File: config.mk
export PLATFORM = sky130hd
export DESIGN_NAME = capture_block
export DESIGN_NICKNAME = d
export VERILOG_FILES = /design/src/rtl/capture_block.sv
export SDC_FILE = /design/constraint.sdc
export NUM_CORES = 1
export LEC_CHECK = 0
export BUFFER_PORTS_ARGS = -buffer_cell sky130_fd_sc_hd__buf_2
export CORE_MARGIN = 2
export CORE_UTILIZATION = 50
export CTS_BUF_LIST = sky130_fd_sc_hd__clkbuf_8
export CTS_CLUSTER_SIZE = 10
export DETAILED_ROUTE_END_ITERATION = 10
export GPL_ROUTABILITY_DRIVEN = 1
export GPL_TIMING_DRIVEN = 1
export HOLD_SLACK_MARGIN = 0.02
export PLACE_DENSITY = 0.76
export SYNTH_ARGS = -nofsm -noshare
export SYNTH_HDL_FRONTEND = slang
export SYNTH_SLANG_ARGS = --single-unit
File: constraint.sdc
create_clock -name i_clk -period 2.7 [get_ports i_clk]
set_input_delay 0.27 -clock i_clk [delete_from_list [all_inputs] [get_ports i_clk]]
set_output_delay 0.27 -clock i_clk [all_outputs]
set_load 0.02 [all_outputs]
File: src/rtl/capture_block.sv
// capture_block: selects one 8-bit source, decimates it, waits for a trigger, packs 4 samples per 32-bit word.
// Latency: a word's valid rises 2 clk after its 4th kept input sample is presented (source register, then pack/load).
// Backpressure: one-word output register; a word completing while valid&&!ready is dropped and sets sticky overflow.
//
// Optional feature macro: CAPTURE_HEADER_EN -- on trigger, emit a header word {8'hA5, pre_cnt[23:0]} first,
// where pre_cnt counts kept samples seen in ARMED before the trigger (saturating).
//
// Ports:
//   i_clk, i_reset      clock, synchronous active-low reset
//   i_arm, i_abort      start-capture pulse (IDLE only, length!=0); cancel (wins over arm)
//   i_src_sel           0 ina, 1 inb, 2 ddsa, 3 ddsb, 4 aud[15:8], 5 mpx[15:8], 6-7 zero
//   i_*_data/_in        signed sample sources
//   i_decim             keep 1 of every decim+1 samples
//   i_trig_mode         0/3 immediate, 1 rising, 2 falling; i_trig_level signed threshold
//   i_length            capture length in words (latched on arm)
//   o_usb_wr_*          valid/ready word stream, first sample in [7:0]
//   o_busy, o_done, o_overflow  status: not idle, completion pulse, sticky dropped-word flag
module capture_block #(
  parameter int DECIM_WIDTH = 16,
  parameter int LEN_WIDTH   = 24
) (
  input  logic                   i_clk,
  input  logic                   i_reset,
  input  logic                   i_arm,
  input  logic                   i_abort,
  input  logic [2:0]             i_src_sel,
  input  logic [7:0]             i_ina_data,
  input  logic [7:0]             i_inb_data,
  input  logic [7:0]             i_ddsa_data,
  input  logic [7:0]             i_ddsb_data,
  input  logic [15:0]            i_aud_in,
  input  logic [15:0]            i_mpx_in,
  input  logic [DECIM_WIDTH-1:0] i_decim,
  input  logic [1:0]             i_trig_mode,
  input  logic [7:0]             i_trig_level,
  input  logic [LEN_WIDTH-1:0]   i_length,
  output logic [31:0]            o_usb_wr_data,
  output logic                   o_usb_wr_valid,
  input  logic                   i_usb_wr_ready,
  output logic                   o_busy,
  output logic                   o_done,
  output logic                   o_overflow
);

  typedef enum logic [1:0] {ST_IDLE, ST_ARMED, ST_CAPTURE, ST_FLUSH} state_t;
  state_t r_state, w_next_state;

  logic [7:0]             r_s;        // registered selected sample
  logic [DECIM_WIDTH-1:0] r_dec_cnt;
  logic [7:0]             r_prev;     // previous kept sample while ARMED
  logic [1:0]             r_lane;
  logic [23:0]            r_part;     // lanes 0..2 of the word being packed
  logic [LEN_WIDTH-1:0]   r_wcnt;
  logic [LEN_WIDTH-1:0]   r_len;
  logic [31:0]            r_data;
  logic                   r_valid;
  logic                   r_ovf;
`ifdef CAPTURE_HEADER_EN
  logic [23:0]            r_pre_cnt;
`endif

  logic [7:0]  w_src;
  logic        w_trig;
  logic        w_kept, w_arm_ok, w_abort, w_accept, w_room;
  logic        w_trig_ev, w_word_ev, w_last, w_offer;
  logic [31:0] w_offer_dat;
  logic        w_unused;

  // Low bytes of the 16-bit sources are never selected.
  assign w_unused = ^{i_aud_in[7:0], i_mpx_in[7:0]};

  always_comb begin
    w_src = 8'h00;
    case (i_src_sel)
      3'd0:    w_src = i_ina_data;
      3'd1:    w_src = i_inb_data;
      3'd2:    w_src = i_ddsa_data;
      3'd3:    w_src = i_ddsb_data;
      3'd4:    w_src = i_aud_in[15:8];
      3'd5:    w_src = i_mpx_in[15:8];
      default: w_src = 8'h00;
    endcase
  end

  always_comb begin
    w_trig = 1'b1;
    case (i_trig_mode)
      2'd1:    w_trig = ($signed(r_prev) < $signed(i_trig_level)) && ($signed(r_s) >= $signed(i_trig_level));
      2'd2:    w_trig = ($signed(r_prev) > $signed(i_trig_level)) && ($signed(r_s) <= $signed(i_trig_level));
      default: w_trig = 1'b1;
    endcase
  end

  assign w_kept    = (r_dec_cnt == '0);
  assign w_arm_ok  = (r_state == ST_IDLE) && i_arm && !i_abort && (i_length != '0);
  assign w_abort   = i_abort && (r_state != ST_IDLE);
  assign w_accept  = r_valid && i_usb_wr_ready;
  assign w_room    = !r_valid || i_usb_wr_ready;
  assign w_trig_ev = (r_state == ST_ARMED) && w_kept && w_trig;
  assign w_word_ev = (r_state == ST_CAPTURE) && w_kept && (r_lane == 2'd3);
  // Dropped words count too, so the last word is detected whether or not it loads.
  assign w_last    = w_word_ev && (r_wcnt == r_len - LEN_WIDTH'(1));

`ifdef CAPTURE_HEADER_EN
  assign w_offer     = w_word_ev || w_trig_ev;
  assign w_offer_dat = w_trig_ev ? {8'hA5, r_pre_cnt} : {r_s, r_part};
`else
  assign w_offer     = w_word_ev;
  assign w_offer_dat = {r_s, r_part};
`endif

  always_comb begin
    w_next_state = r_state;
    o_done       = 1'b0;
    case (r_state)
      ST_IDLE:    if (w_arm_ok) w_next_state = ST_ARMED;
      ST_ARMED:   if (w_trig_ev) w_next_state = ST_CAPTURE;
      ST_CAPTURE: if (w_last) w_next_state = ST_FLUSH;
      ST_FLUSH: begin
        if (!r_valid || i_usb_wr_ready) begin
          w_next_state = ST_IDLE;
          o_done       = 1'b1;
        end
      end
      default:    w_next_state = ST_IDLE;
    endcase
    if (w_abort) begin
      w_next_state = ST_IDLE;
      o_done       = 1'b0;
    end
  end

  always_ff @(posedge i_clk) begin
    if (!i_reset) begin
      r_state   <= ST_IDLE;
      r_s       <= '0;
      r_dec_cnt <= '0;
      r_prev    <= '0;
      r_lane    <= '0;
      r_part    <= '0;
      r_wcnt    <= '0;
      r_len     <= '0;
      r_data    <= '0;
      r_valid   <= 1'b0;
      r_ovf     <= 1'b0;
`ifdef CAPTURE_HEADER_EN
      r_pre_cnt <= '0;
`endif
    end else begin
      r_state <= w_next_state;
      r_s     <= w_src;

      if (w_arm_ok || (r_dec_cnt >= i_decim)) r_dec_cnt <= '0;
      else                                    r_dec_cnt <= r_dec_cnt + DECIM_WIDTH'(1);

      // Output register: abort discards any pending word.
      if (w_abort) begin
        r_valid <= 1'b0;
      end else if (w_offer && w_room) begin
        r_data  <= w_offer_dat;
        r_valid <= 1'b1;
      end else if (w_accept) begin
        r_valid <= 1'b0;
      end

      if (w_arm_ok)                            r_ovf <= 1'b0;
      else if (!w_abort && w_offer && !w_room) r_ovf <= 1'b1;

      if (w_arm_ok) begin
        r_prev <= i_trig_level;
        r_lane <= '0;
        r_part <= '0;
        r_wcnt <= '0;
        r_len  <= i_length;
`ifdef CAPTURE_HEADER_EN
        r_pre_cnt <= '0;
`endif
      end else if (w_abort) begin
        r_lane <= '0;
        r_part <= '0;
      end else if (w_kept && (r_state == ST_ARMED)) begin
        if (w_trig) begin
          r_part <= {16'h0000, r_s};
          r_lane <= 2'd1;
        end else begin
          r_prev <= r_s;
`ifdef CAPTURE_HEADER_EN
          if (r_pre_cnt != 24'hFFFFFF) r_pre_cnt <= r_pre_cnt + 24'd1;
`endif
        end
      end else if (w_kept && (r_state == ST_CAPTURE)) begin
        if (r_lane == 2'd3) begin
          r_lane <= 2'd0;
          r_wcnt <= r_wcnt + LEN_WIDTH'(1);
        end else begin
          case (r_lane)
            2'd0:    r_part[7:0]   <= r_s;
            2'd1:    r_part[15:8]  <= r_s;
            default: r_part[23:16] <= r_s;
          endcase
          r_lane <= r_lane + 2'd1;
        end
      end
    end
  end

  assign o_usb_wr_data  = r_data;
  assign o_usb_wr_valid = r_valid;
  assign o_overflow     = r_ovf;
  assign o_busy         = (r_state != ST_IDLE);

endmodule

Word level (Yosys, flattened, before mapping)
Index checks and enable logic that the tools add are counted.

operators by class
  add/sub/neg operators = 4
  order comparisons = 5
  eq/ne operators = 22
  mux-type cells = 27
  bitwise gates (word level) = 3
  reduce and logical (&&, ||, !) cells = 45

operator list
  kind                                                                   count
  24-bit two-way mux                                                     4
  8-bit two-way mux                                                      7
  8-bit one-hot mux with 6 select lines                                  1
  24-bit by 1-bit adder with 24-bit output, second input constant        1
  24-bit equality test                                                   1
  24-bit nonzero test                                                    1
  24-bit by 1-bit subtractor with 24-bit output, second input constant   1
  4-bit AND reduction                                                    5
  16-bit by 1-bit adder with 16-bit output, second input constant        1
  16-bit >= comparator                                                   1
  16-bit logical NOT                                                     1
  2-bit two-way mux                                                      8
  1-bit logical AND                                                      15
  2-bit inequality test, second input constant                           7
  2-bit nonzero test                                                     6
  2-bit equality test, second input constant                             4
  8-bit >= comparator                                                    1
  8-bit greater-than comparator                                          1
  8-bit less-or-equal comparator                                         1
  8-bit less-than comparator                                             1
  2-bit one-hot mux with 4 select lines                                  1
  2-bit OR reduction                                                     4
  2-bit by 1-bit equality test with 1-bit output, second input constant  3
  3-bit by 2-bit equality test with 1-bit output, second input constant  2
  14 further kinds                                                       28

word-level totals
  bits in registers = 142
  input port bits = 122
  output and inout bits = 36
  word-level logic and storage cells = 119

Depth between registers and ports, before layout
Gate-level depths: netlist of the first run.

  depth after elaboration = 7
  depth in mapped cells = 12
  mapped depth without buffers = 10

Worst setup path after synthesis of the first run
No wires, ideal clock.

  path type = reg-to-reg
  start point = register r_len[0]
  end point = register r_state[0]
  setup time = 87 ps
  arrival = 2730 ps
  data required time = 2613 ps
  path slack = -116 ps
  cell stages (with the launch flop) = 13
  path buffers = 2
  clock period less this slack = 2816 ps
  cells stage by stage = dfxtp_1 clkbuf_1 inv_1 ha_1 buf_2 nor4b_2 nand4b_4 o21ai_1 or4b_1 nor4_1 o2111a_1 o21bai_2 a221oi_2

between the ends
  longest elaborated chain between the ends = 5

RTL lines
  item                                           RTL line  source
  start, declared                                54        logic [LEN_WIDTH-1:0] r_len;
  start signal, assigned                         174       r_len <= i_length;
  24-bit by 1-bit subtractor with 24-bit output  102       assign w_last = w_word_ev && (r_wcnt == r_len - LEN_WIDTH'(1));
  24-bit equality test                           102
  1-bit logical AND                              102
  2-bit inequality test (no source line)         n/a
  4-bit AND reduction (no source line)           n/a
  end signal, assigned                           150       r_state <= w_next_state;
  end, declared                                  46        state_t r_state, w_next_state;

Every way passes these cells.
A chain may end at the register's enable or synchronous reset.

Final worst setup path of the first run
  start point = register r_prev[6]
  end point = register r_part[6]

between the ends
  longest elaborated chain between the ends = 5
  elaborated cells on any way between the ends = 7
  those cells by class = order compare (2); eq/ne (1); mux (1); reduce/logical (3)

RTL lines
  item                                                                         RTL line  source
  start, declared                                                              50        logic [7:0] r_prev;
  start signal, assigned                                                       170       r_prev <= i_trig_level;
  start signal, assigned                                                       186       r_prev <= r_s;
  8-bit greater-than comparator or 8-bit less-than comparator (tied branches)  89, 88
  1-bit logical AND (on tied branches)                                         89, 88
  1-bit one-hot mux with 2 select lines *                                      87        case (i_trig_mode)
  2-bit inequality test (no source line) *                                     n/a
  4-bit AND reduction (no source line) *                                       n/a
  end signal, assigned                                                         183       r_part <= {16'h0000, r_s};
  end signal, assigned                                                         197       2'd0: r_part[7:0] <= r_s;
  end, declared                                                                52        logic [23:0] r_part;

Mark *: on every way between the ends. The rest lies on a longest branch, timed or not.

==> results of run 1 <==
[synthesized netlist by cell type, types with 3 or more instances]
cell type / n / area [sq um]
buf_1: 3 / 11.3
o31ai_1: 3 / 22.5
nor3b_1: 4 / 30.0
nor2_1: 95 / 357
and2_1: 8 / 50.1
a21o_1: 7 / 52.6
nand4b_1: 3 / 26.3
nand2b_1: 9 / 56.3
dfxtp_1: 142 / 2840
and3_1: 12 / 75.1
nand3b_1: 3 / 22.5
a31oi_1: 4 / 25.0
a32oi_4: 3 / 82.6
clkbuf_1: 36 / 135
xnor2_1: 40 / 350
nand3_1: 21 / 105
o22a_1: 7 / 61.3
inv_1: 48 / 180
nor4_1: 15 / 93.8
nor2b_1: 8 / 50.1
xor2_1: 20 / 175
mux2i_1: 38 / 380
nand2_1: 153 / 574
a2111oi_0: 3 / 26.3
nor3_1: 21 / 105
nand4_1: 14 / 87.6
buf_6: 3 / 33.8
a21oi_1: 72 / 360
ha_1: 45 / 563
o21ai_0: 23 / 115
buf_2: 3 / 15.0
a211oi_1: 3 / 22.5
o311a_1: 8 / 80.1
or3_1: 6 / 37.5
mux2_2: 14 / 158
a22oi_1: 14 / 105
[cell type report]
type | count | area (sq um) | share of cell area
timing repair buffer | 210 | 1290 | 0.130
tap | 216 | 270 | 0.0272
clock buffer | 18 | 248 | 0.0249
antenna | 1 | 2.50 | 0.000252
clock inverter | 14 | 148 | 0.0149
sequential | 142 | 2850 | 0.287
inverter | 48 | 180 | 0.0181
multi-input combinational | 727 | 4940 | 0.498
[how the worst max path moves through the flow]
stage	from	endpoint	slack [ns]	depth (start not counted)
CTS	r_prev[6]	r_part[6]	-0.01	11
finish	r_prev[6]	r_part[6]	-0.02	10
global route	r_s[0]	r_part[11]	-0.12	12
global placement	i_trig_level[7]	r_part[21]	-0.09	13
detailed placement	i_trig_level[7]	r_part[6]	-0.18	13
floorplan	r_len[0]	r_state[0]	-0.01	12
[report_power, final]
| group | total [mW] | internal, mW | switching [mW] | leakage (nW) |
|---|---|---|---|---|
| clock network | 1.71 | 0.786 | 0.925 | 0.198 |
| registers | 2.33 | 2.22 | 0.107 | 1.15 |
| logic | 2.03 | 0.966 | 1.06 | 2.95 |
[timing repair]
| action | 4_1_cts | 5_1_grt |
|---|---|---|
| hold buffers | 0 | 0 |
| pin swaps | 2 | 7 |
| cloned | 0 | 1 |
| gates resized for setup | 14 | 19 |
| buffers inserted | 1 | 0 |
| setup endpoints to repair | 30 | 63 |
[worst max-delay path, cell delays in order, from the launching register on]
cell      delay [ns]
dfxtp_4         0.36
ha_4            0.26
nand4_1         0.18
o221ai_2        0.27
nor3_2          0.07
and3_1          0.18
or4_4           0.60
a32oi_4         0.24
buf_12          0.17
mux2i_1         0.19
nor2_1          0.06
[flip-flops by register name, summed over array words and instances, names as in the netlist]
signal,flops
o_usb_wr_data,32
r_len,24
r_part,24
r_wcnt,24
r_dec_cnt,16
r_prev,8
r_s,8
r_lane,2
r_state,2
o_overflow,1
o_usb_wr_valid,1
[kinds of logic after synthesis]
group | Yosys count
mux | 53
fa+ha+maj | 45
buf+inv | 97
flops | 142
xor+xnor | 60
compound gates | 171
simple gates | 397
[metal layers]
| metal | track usage | vias to the layer above | wire length (um) |
|---|---|---|---|
| met3 | 0.0582 | 34 | 893 |
| li1 | - | 3734 | - |
| met4 | 0.0713 | 0 | 381 |
| met5 | 0 | - | 0 |
| met2 | 0.460 | 171 | 10600 |
| met1 | 0.281 | 3555 | 8890 |
[stage by stage]
step / total power, mW / TNS, ns
2_1_floorplan: 3.64 / -0.0110
3_3_place_gp: 4.26 / -2.02
3_5_place_dp: 4.31 / -4.33
4_1_cts: 6.07 / -0.0118
5_1_grt: 6.39 / -2.25
6_report: 6.06 / -0.0388
==> results.py, run 1 <==
metrics = {
    "cts": {
        "h-tree-depth": 4,
        "cts_max_path_buffers": 2,
        "cts_buffers": 17,
        "clk_pin_slew_ns": 0.09,
        "clock_sinks": 142,
        "clock_latency_ns": 0.47,
        "root_buffer": "clkbuf_8",
        "cts_tree": "yes",
    },
    "drt": {
        "wl_per_cell_um": 15.1,
        "dr.first_iter.drc_count": 359,
        "ant_nets": 0,
        "dr.pass1.iters": 5,
        "finalWirelength_mm": 20.8,
        "drcViolationCount": 0,
        "viasPerCell": 5.45,
        "vias": 7494,
    },
    "run_status": {
        "status": "finished, violations left",
        "violations": "setup timing",
    },
    "layout": {
        "final_area_sq_um": 9930,
        "syn_to_final_growth_pct": 23.8,
        "final_common_cell": "nand2_1",
        "drive_gt1_frac": 0.270,
        "layout_common_cells": "nand2_1 (153), buf_2 (141), dfxtp_1 (139)",
        "utilization": 0.630,
        "nFillCells": 1385,
        "layout.cells.non_filler": 1376,
        "final_nets": 1313,
    },
    "floorplan": {
        "initial_core_util": 0.508,
        "dieArea_sq_um": 17100,
        "die_w_um": 131,
        "chipHeight_um": 131,
        "row_count": 46,
        "ios": 158,
        "core_sq_um": 15800,
    },
    "yosys": {
        "synth_area_sq_um": 8020,
        "yosysUniqueCellTypes": 81,
        "synth_xor_area_frac": 0.0655,
        "synth_fa_ha_area_frac": 0.0702,
        "synth_mux_area_frac": 0.0690,
        "synth_edf_count": 0,
        "syn_inst": 965,
        "synth_compound_area_frac": 0.147,
        "yosys_warnings": 0,
        "synth-async-reset-ratio": 0,
        "synth-main-ff-cell": "dfxtp_1",
        "synth_top_family_by_area": "simple AND/OR/NAND/NOR gates",
        "ys_seq_area_frac": 0.355,
        "synthSimpleGateAreaFrac": 0.243,
        "synth.avg_cell_area_sq_um": 8.31,
        "ys_seq_elements": 142,
        "syn-num-nets": 1132,
    },
    "setup_path": {
        "critPathRequiredTime_ns": 3.04,
        "ff2ff_setup_slack_ns": -0.02,
        "regToRegEndpoint": "r_part[6]",
        "end_kind": "flip-flop",
        "cp-start-kind": "flip-flop",
        "timing.rr.start": "r_prev[6]",
        "crit_fanout": 8,
        "crit_type": "reg -> reg",
        "cp.arrival_ns": 3.05,
        "reg2reg_depth": 10,
    },
    "global_route": {
        "track_usage": 0.247,
        "grt_overflow": 0,
        "grt_first_pass_wirelength_mm": 33.4,
        "grt_max_degree": 65,
        "grt_antenna_before_repair": 1,
        "grt_pass1_vias": 7140,
    },
    "power_and_ir_drop": {
        "ir_drop_v": 0.000391,
        "power.leakage_nw": 4.30,
        "p_per_area_nw_per_um2": 611,
    },
    "timing": {
        "hold_viol": 0,
        "whs_ns": 0.0444,
        "worstMarginPinSlew_ns": 0.857,
        "fin_crit_sh": 1.01,
        "rsz0062_at_grt": "yes",
        "setup_slack_ns": -0.0171,
        "relSlewSlack": 0.427,
        "fmax_ghz": 0.368,
        "finalMaxSlewViolations": 0,
        "fin_worst_skew_ns": 0.0144,
        "setup_viol": 3,
        "fin_crit_ns": 2.72,
    },
    "min_path": {
        "hold_path_end": "r_len[14]",
        "hold_path_depth": 3,
        "holdCritStartpoint": "i_length[14]",
        "min_path_type": "in -> reg",
    },
    "run": {
        "maxCapViolations": 0,
    },
    "place": {
        "placedCellCount": 1342,
        "place_area_sq_um": 9370,
        "hpwl_mm": 15.4,
        "gp_congestion": 0.878,
        "port_buffers": 141,
        "dp_worst_setup_slack_ns": -0.176,
    },
}
Power figures use the tool's default switching activity.
==> run 2: changes to the inputs <==
--- a/config.mk
+++ b/config.mk
@@ -5,6 +5,7 @@
 export SDC_FILE = /design/constraint.sdc
 export NUM_CORES = 1
 export LEC_CHECK = 0
+export ABC_AREA = 1
 export BUFFER_PORTS_ARGS = -buffer_cell sky130_fd_sc_hd__buf_2
 export CORE_MARGIN = 2
 export CORE_UTILIZATION = 50
==> results.py, run 2 <==
metrics = {
    "run_status": {
        "status": "completed",
    },
    "setup_path": {
        "path_common_cell": "nand2_1",
        "cp_cell_sequence": "ha_1, nand2_1, nor2_1, nand2_1, nand2_1, nand2_1, nand2_1, nand2_1, nand2_1, nand3_2, o21ai_2, nand2_2, nand2_1, a21oi_1",
        "ff2ff_setup_slack_ns": 0.35,
        "critPathRequiredTime_ns": 3.06,
        "crit_family": "simple AND/OR/NAND/NOR gates",
        "crit_type": "reg -> reg",
        "cp_slowest_cell": "dfxtp_1",
        "regToRegEndpoint": "r_prev[3]",
        "cp-start-kind": "flip-flop",
        "end_kind": "flip-flop",
        "reg2reg_depth": 14,
        "crit_buf_inv": 0,
        "timing.rr.start": "r_s[7]",
        "crit_fanout": 9,
        "cp.arrival_ns": 2.71,
        "slowest_delay_ns": 0.39,
    },
    "floorplan": {
        "initial_core_util": 0.509,
        "core_sq_um": 16500,
        "die_w_um": 134,
        "chipHeight_um": 134,
        "dieArea_sq_um": 17800,
        "row_count": 47,
        "ios": 158,
    },
    "yosys": {
        "synth.avg_cell_area_sq_um": 6.73,
        "synth_top_family_by_area": "simple AND/OR/NAND/NOR gates",
        "synth_mux_area_frac": 0,
        "synthSimpleGateAreaFrac": 0.295,
        "ys_seq_elements": 142,
        "synth_edf_count": 0,
        "ys_seq_area_frac": 0.339,
        "synth_fa_ha_area_frac": 0.0671,
        "synth_commonest_cells": "nand2_1 (255), inv_1 (176), nor2_1 (158)",
        "synth_area_sq_um": 8390,
        "syn-num-nets": 1414,
        "synth-async-reset-ratio": 0,
        "yosysUniqueCellTypes": 44,
        "synth.area.top_cells": "dfxtp_1 (34%), nand2_1 (11%), inv_1 (7.9%), nor2_1 (7.1%), ha_1 (6.7%)",
        "synth-main-ff-cell": "dfxtp_1",
        "synth_top_cell_by_area": "dfxtp_1",
        "yosysMostFrequentCell": "nand2_1",
        "yosys_warnings": 0,
        "netlist.area_leader.share": 0.339,
        "synth_xor_area_frac": 0.0439,
        "synth_compound_area_frac": 0.154,
        "syn_inst": 1247,
    },
    "timing": {
        "hold_viol": 0,
        "fin_crit_sh": 0.870,
        "fin_setup_tns_ns": 0,
        "rsz0062_at_grt": "no",
        "worstMarginPinSlew_ns": 0.977,
        "fmax_ghz": 0.426,
        "relSlewSlack": 0.344,
        "setup_viol": 0,
        "fin_crit_ns": 2.35,
        "fin_worst_skew_ns": 0.0124,
        "finalMaxSlewViolations": 0,
    },
    "power_and_ir_drop": {
        "power.leakage_nw": 4.39,
        "p_per_area_nw_per_um2": 621,
        "ir_drop_v": 0.000351,
    },
    "drt": {
        "wl_per_cell_um": 13.0,
        "ant_nets": 0,
        "drcViolationCount": 0,
        "dr.pass1.iters": 5,
        "viasPerCell": 5.15,
        "finalWirelength_mm": 21.1,
        "dr.first_iter.drc_count": 535,
        "vias": 8328,
    },
    "global_route": {
        "grt_antenna_before_repair": 0,
        "grt_pass1_vias": 7394,
        "grt_max_degree": 65,
        "track_usage": 0.238,
        "grt_first_pass_wirelength_mm": 34.7,
        "grt_overflow": 0,
    },
    "place": {
        "hpwl_mm": 16.5,
        "gp_congestion": 0.923,
        "port_buffers": 141,
        "placedCellCount": 1585,
        "place_area_sq_um": 9290,
    },
    "cts": {
        "cts_tree": "yes",
        "cts_buffers": 17,
        "clk_pin_slew_ns": 0.09,
        "cts_hold_buf": 0,
        "clock_latency_ns": 0.47,
        "h-tree-depth": 4,
        "cts_max_path_buffers": 2,
        "ctsResizeCount": 0,
        "root_buffer": "clkbuf_8",
        "clock_sinks": 142,
        "post-cts-setup-buffers": 0,
    },
    "min_path": {
        "min_path_type": "in -> reg",
        "hold_path_depth": 3,
        "hold_path_end": "r_s[1]",
        "holdCritStartpoint": "i_mpx_in[9]",
    },
    "layout": {
        "layout.cells.non_filler": 1617,
        "final_nets": 1551,
        "final_common_cell": "nand2_1",
        "largest_reg_flops": 32,
        "syn_to_final_growth_pct": 16.0,
        "layout_common_cells": "nand2_1 (255), inv_1 (176), nor2_1 (158)",
        "final_area_sq_um": 9730,
        "n_antenna_cell": 0,
        "drive_gt1_frac": 0.162,
    },
    "run": {
        "maxCapViolations": 0,
    },
}
-- run 2: metrics by stage --
step	setup slack, ns	util	hold WS [ns]	power, mW
after floorplan	0.762	-	0.430	3.81
after global placement	0.365	0.564	0.431	4.24
after detailed placement	0.354	0.564	0.432	4.29
after CTS	0.391	0.591	0.0373	6.06
after global routing	0.113	0.591	0.0618	6.46
final	0.350	0.591	0.0638	6.04
-- run 2: worst max-delay path by stage --
stage                     from   endpoint  slack, ns  cells after the start
3_5_place_dp   i_trig_level[5]  r_part[9]       0.35                     19
2_1_floorplan  i_trig_level[5]  r_part[9]       0.76                     18
6_report                r_s[7]  r_prev[3]       0.35                     14
4_1_cts             r_state[1]     o_done       0.39                      8
3_3_place_gp   i_trig_level[7]  r_prev[3]       0.36                     16
5_1_grt                 r_s[7]  r_prev[1]       0.11                     14
-- run 2: area by class of cell --
| type | instances | area, sq um |
|---|---|---|
| tap | 220 | 275 |
| clock inverter | 15 | 198 |
| sequential | 142 | 2840 |
| multi-input combinational | 887 | 4700 |
| timing repair buffer | 152 | 788 |
| clock buffer | 17 | 234 |
| fill | 1587 | 6740 |
| inverter | 184 | 691 |
-- run 2: metal layers --
layer | up-vias | GRT usage | wire length (um)
met3 | 30 | 0.0495 | 1270
met2 | 231 | 0.378 | 9630
met5 | - | 0 | 0
li1 | 4329 | - | -
met1 | 3738 | 0.322 | 9790
met4 | 0 | 0.0827 | 377
-- run 2: kinds of logic (layout without fill, tap and decap cells) --
family,Yosys count,count (layout)
compound gates,238,238
xor+xnor,42,42
flops,142,142
simple gates,562,562
fa+ha+maj,45,45
buf+inv,218,368
-- run 2: power breakdown --
group          total [mW]  switching [mW]  internal [mW]
clock network        1.78           0.982          0.795
registers            2.42           0.160           2.26
logic                1.84            1.20          0.649
-- run 2: tightest hold or removal path, delay by kind of cell --
kind | cells | cell delay [ns]
and+or+nand+nor | 1 | 0.05
AOI/OAI and AO/OA | 1 | 0.07
buffers and inverters | 1 | 0.09
==> run 3: changes to the inputs <==
--- a/config.mk
+++ b/config.mk
@@ -15,7 +15,7 @@
 export GPL_ROUTABILITY_DRIVEN = 1
 export GPL_TIMING_DRIVEN = 1
 export HOLD_SLACK_MARGIN = 0.02
-export PLACE_DENSITY = 0.76
+export PLACE_DENSITY = 0.73
 export SYNTH_ARGS = -nofsm -noshare
 export SYNTH_HDL_FRONTEND = slang
 export SYNTH_SLANG_ARGS = --single-unit
==> constraint.sdc (replaced) <==
create_clock -name i_clk -period 2.2 [get_ports i_clk]
set_input_delay 0.22 -clock i_clk [delete_from_list [all_inputs] [get_ports i_clk]]
set_output_delay 0.22 -clock i_clk [all_outputs]
set_load 0.02 [all_outputs]
==> results.py, run 3 (synthesis results as in run 2) <==
metrics = {
    "run_status": {
        "status": "completed",
    },
    "drt": {
        "viasPerCell": 5.16,
        "drcViolationCount": 0,
        "ant_nets": 0,
        "dr.first_iter.drc_count": 598,
        "wl_per_cell_um": 13.7,
        "vias": 8614,
        "dr.pass1.iters": 5,
        "finalWirelength_mm": 22.8,
    },
    "power_and_ir_drop": {
        "p_per_area_nw_per_um2": 729,
        "p_sw_frac": 0.396,
        "p_comb_frac": 0.343,
        "p_int_mw": 4.59,
        "seq_power_share": 0.390,
        "power_switching_mw": 3.01,
        "clockPowerShare": 0.267,
        "power.leakage_nw": 4.75,
        "ir_drop_v": 0.000443,
        "power_mw": 7.60,
    },
    "place": {
        "port_buffers": 141,
        "hpwl_mm": 16.7,
        "placedCellCount": 1616,
        "place_area_sq_um": 9550,
        "dp_worst_setup_slack_ns": -0.00304,
        "gp_congestion": 0.912,
    },
    "global_route": {
        "grt_first_pass_wirelength_mm": 36.3,
        "grt_pass1_vias": 7748,
        "grt_overflow": 0,
        "grt_antenna_before_repair": 0,
        "track_usage": 0.250,
        "grt_max_degree": 65,
    },
    "floorplan": {
        "die_w_um": 134,
        "chipHeight_um": 134,
        "row_count": 47,
        "dieArea_sq_um": 17800,
        "initial_core_util": 0.509,
        "core_sq_um": 16500,
        "ios": 158,
    },
    "cts": {
        "clock_latency_ns": 0.48,
        "cts_tree": "yes",
        "root_buffer": "clkbuf_8",
        "cts_buffers": 17,
        "cts_max_path_buffers": 2,
        "clk_pin_slew_ns": 0.09,
        "clock_sinks": 142,
        "h-tree-depth": 4,
    },
    "setup_path": {
        "timing.rr.start": "r_dec_cnt[10]",
        "cp-startpoint": "r_dec_cnt[10]",
        "cp_slowest_cell": "dfxtp_1",
        "crit_fanout": 7,
        "end_kind": "flip-flop",
        "cp-start-kind": "flip-flop",
        "critPathRequiredTime_ns": 2.60,
        "reg2reg_depth": 11,
        "cp_cell_sequence": "inv_2, nand4_1, nor2_1, nand4_1, nor3_2, inv_2, nor3_4, buf_6, buf_6, nand2_1, a21oi_1",
        "crit_type": "reg -> reg",
        "ff2ff_setup_slack_ns": 0.04,
        "cp.arrival_ns": 2.56,
        "slowest_delay_ns": 0.35,
        "regToRegEndpoint": "r_wcnt[18]",
    },
    "layout": {
        "largest_reg_flops": 32,
        "final_nets": 1603,
        "final_area_sq_um": 10400,
        "drive_gt1_frac": 0.220,
        "final_common_cell": "nand2_1",
        "n_antenna_cell": 0,
        "layout.cells.non_filler": 1669,
        "layout_common_cells": "nand2_1 (241), inv_1 (172), nor2_1 (152)",
        "syn_to_final_growth_pct": 24.4,
        "nFillCells": 1558,
        "utilization": 0.634,
    },
    "timing": {
        "fmax_ghz": 0.463,
        "fin_worst_skew_ns": 0.0129,
        "fin_setup_tns_ns": 0,
        "fin_crit_sh": 0.982,
        "finalMaxSlewViolations": 0,
        "hold_viol": 0,
        "fin_crit_ns": 2.16,
        "relSlewSlack": 0.664,
        "worstMarginPinSlew_ns": 0.501,
        "setup_slack_ns": 0.0391,
        "rsz0062_at_grt": "yes",
        "whs_ns": 0.0281,
        "setup_viol": 0,
    },
    "min_path": {
        "min_path_type": "in -> reg",
        "hold_path_end": "r_s[7]",
        "holdCritStartpoint": "i_inb_data[7]",
        "hold_path_depth": 3,
    },
    "run": {
        "maxCapViolations": 0,
    },
}
run 3: changes by cell type in the layout (fill, tap and decap cells not counted), moves of 6 or more:
cell	change
nand2_1	-14
dfxtp_1	-9
nand2_4	+7
nor2_2	+6
o21ai_1	+9
ha_4	+7
nor2_1	-6
ha_1	-8
nand2_2	+6
dfxtp_2	+8
dlygate4sd3_1	+13
buf_4	+31
o21ai_0	-15
run 3: critical path: cells and delay by family (launching register included):
| family | cells | cell delay [ns] |
|---|---|---|
| flip-flops | 1 | 0.35 |
| AND/OR/NAND/NOR | 6 | 1.07 |
| AO/OA/AOI/OAI | 1 | 0.15 |
| buffers and inverters | 4 | 0.50 |
run 3: worst max-delay path by stage:
stage                 endpoint  slack (ns)  cells past startpoint
finish              r_wcnt[18]        0.04                     11
global route            o_done       -0.05                      8
CTS                     o_done        0.04                      8
detailed placement   r_part[9]      -0.003                     19
global placement     r_part[9]        0.04                     19
floorplan            r_part[9]        0.30                     17
run 3: final cells by class:
cell class,count,area (sq um),share of cell area
Clock buffer,17,234,0.0224
Clock inverter,15,149,0.0143
Inverter,184,698,0.0669
Multi-Input combinational cell,888,4970,0.477
Sequential cell,142,2860,0.274
Tap cell,220,275,0.0264
Timing Repair Buffer,202,1240,0.119
Timing Repair inverter,1,7.51,0.000720
run 3: repair_timing:
action | in CTS | in global routing
gates resized for setup | 1 | 92
buffers inserted | 0 | 5
hold buffers | 13 | 0
gates cloned | 0 | 3
setup endpoints to repair | 1 | 56
endpoints found under the hold margin | 8 | 0
pin swaps | 0 | 21
run 3: power by group through the flow:
stage	Combinational, mW	Sequential, mW	Clock, mW
2_1_floorplan	1.71	2.96	0
3_3_place_gp	2.30	3.00	0
3_5_place_dp	2.34	3.01	0
4_1_cts	2.38	2.95	2.05
5_1_grt	2.96	2.99	2.17
6_report	2.61	2.96	2.03
run 3: metal layers:
layer	GRT usage	vias to the layer above	wire length, um
met3	0.0620	32	1410
met2	0.397	225	10500
met1	0.343	3929	10600
li1	-	4428	-
met5	0	-	0
met4	0.0644	0	342
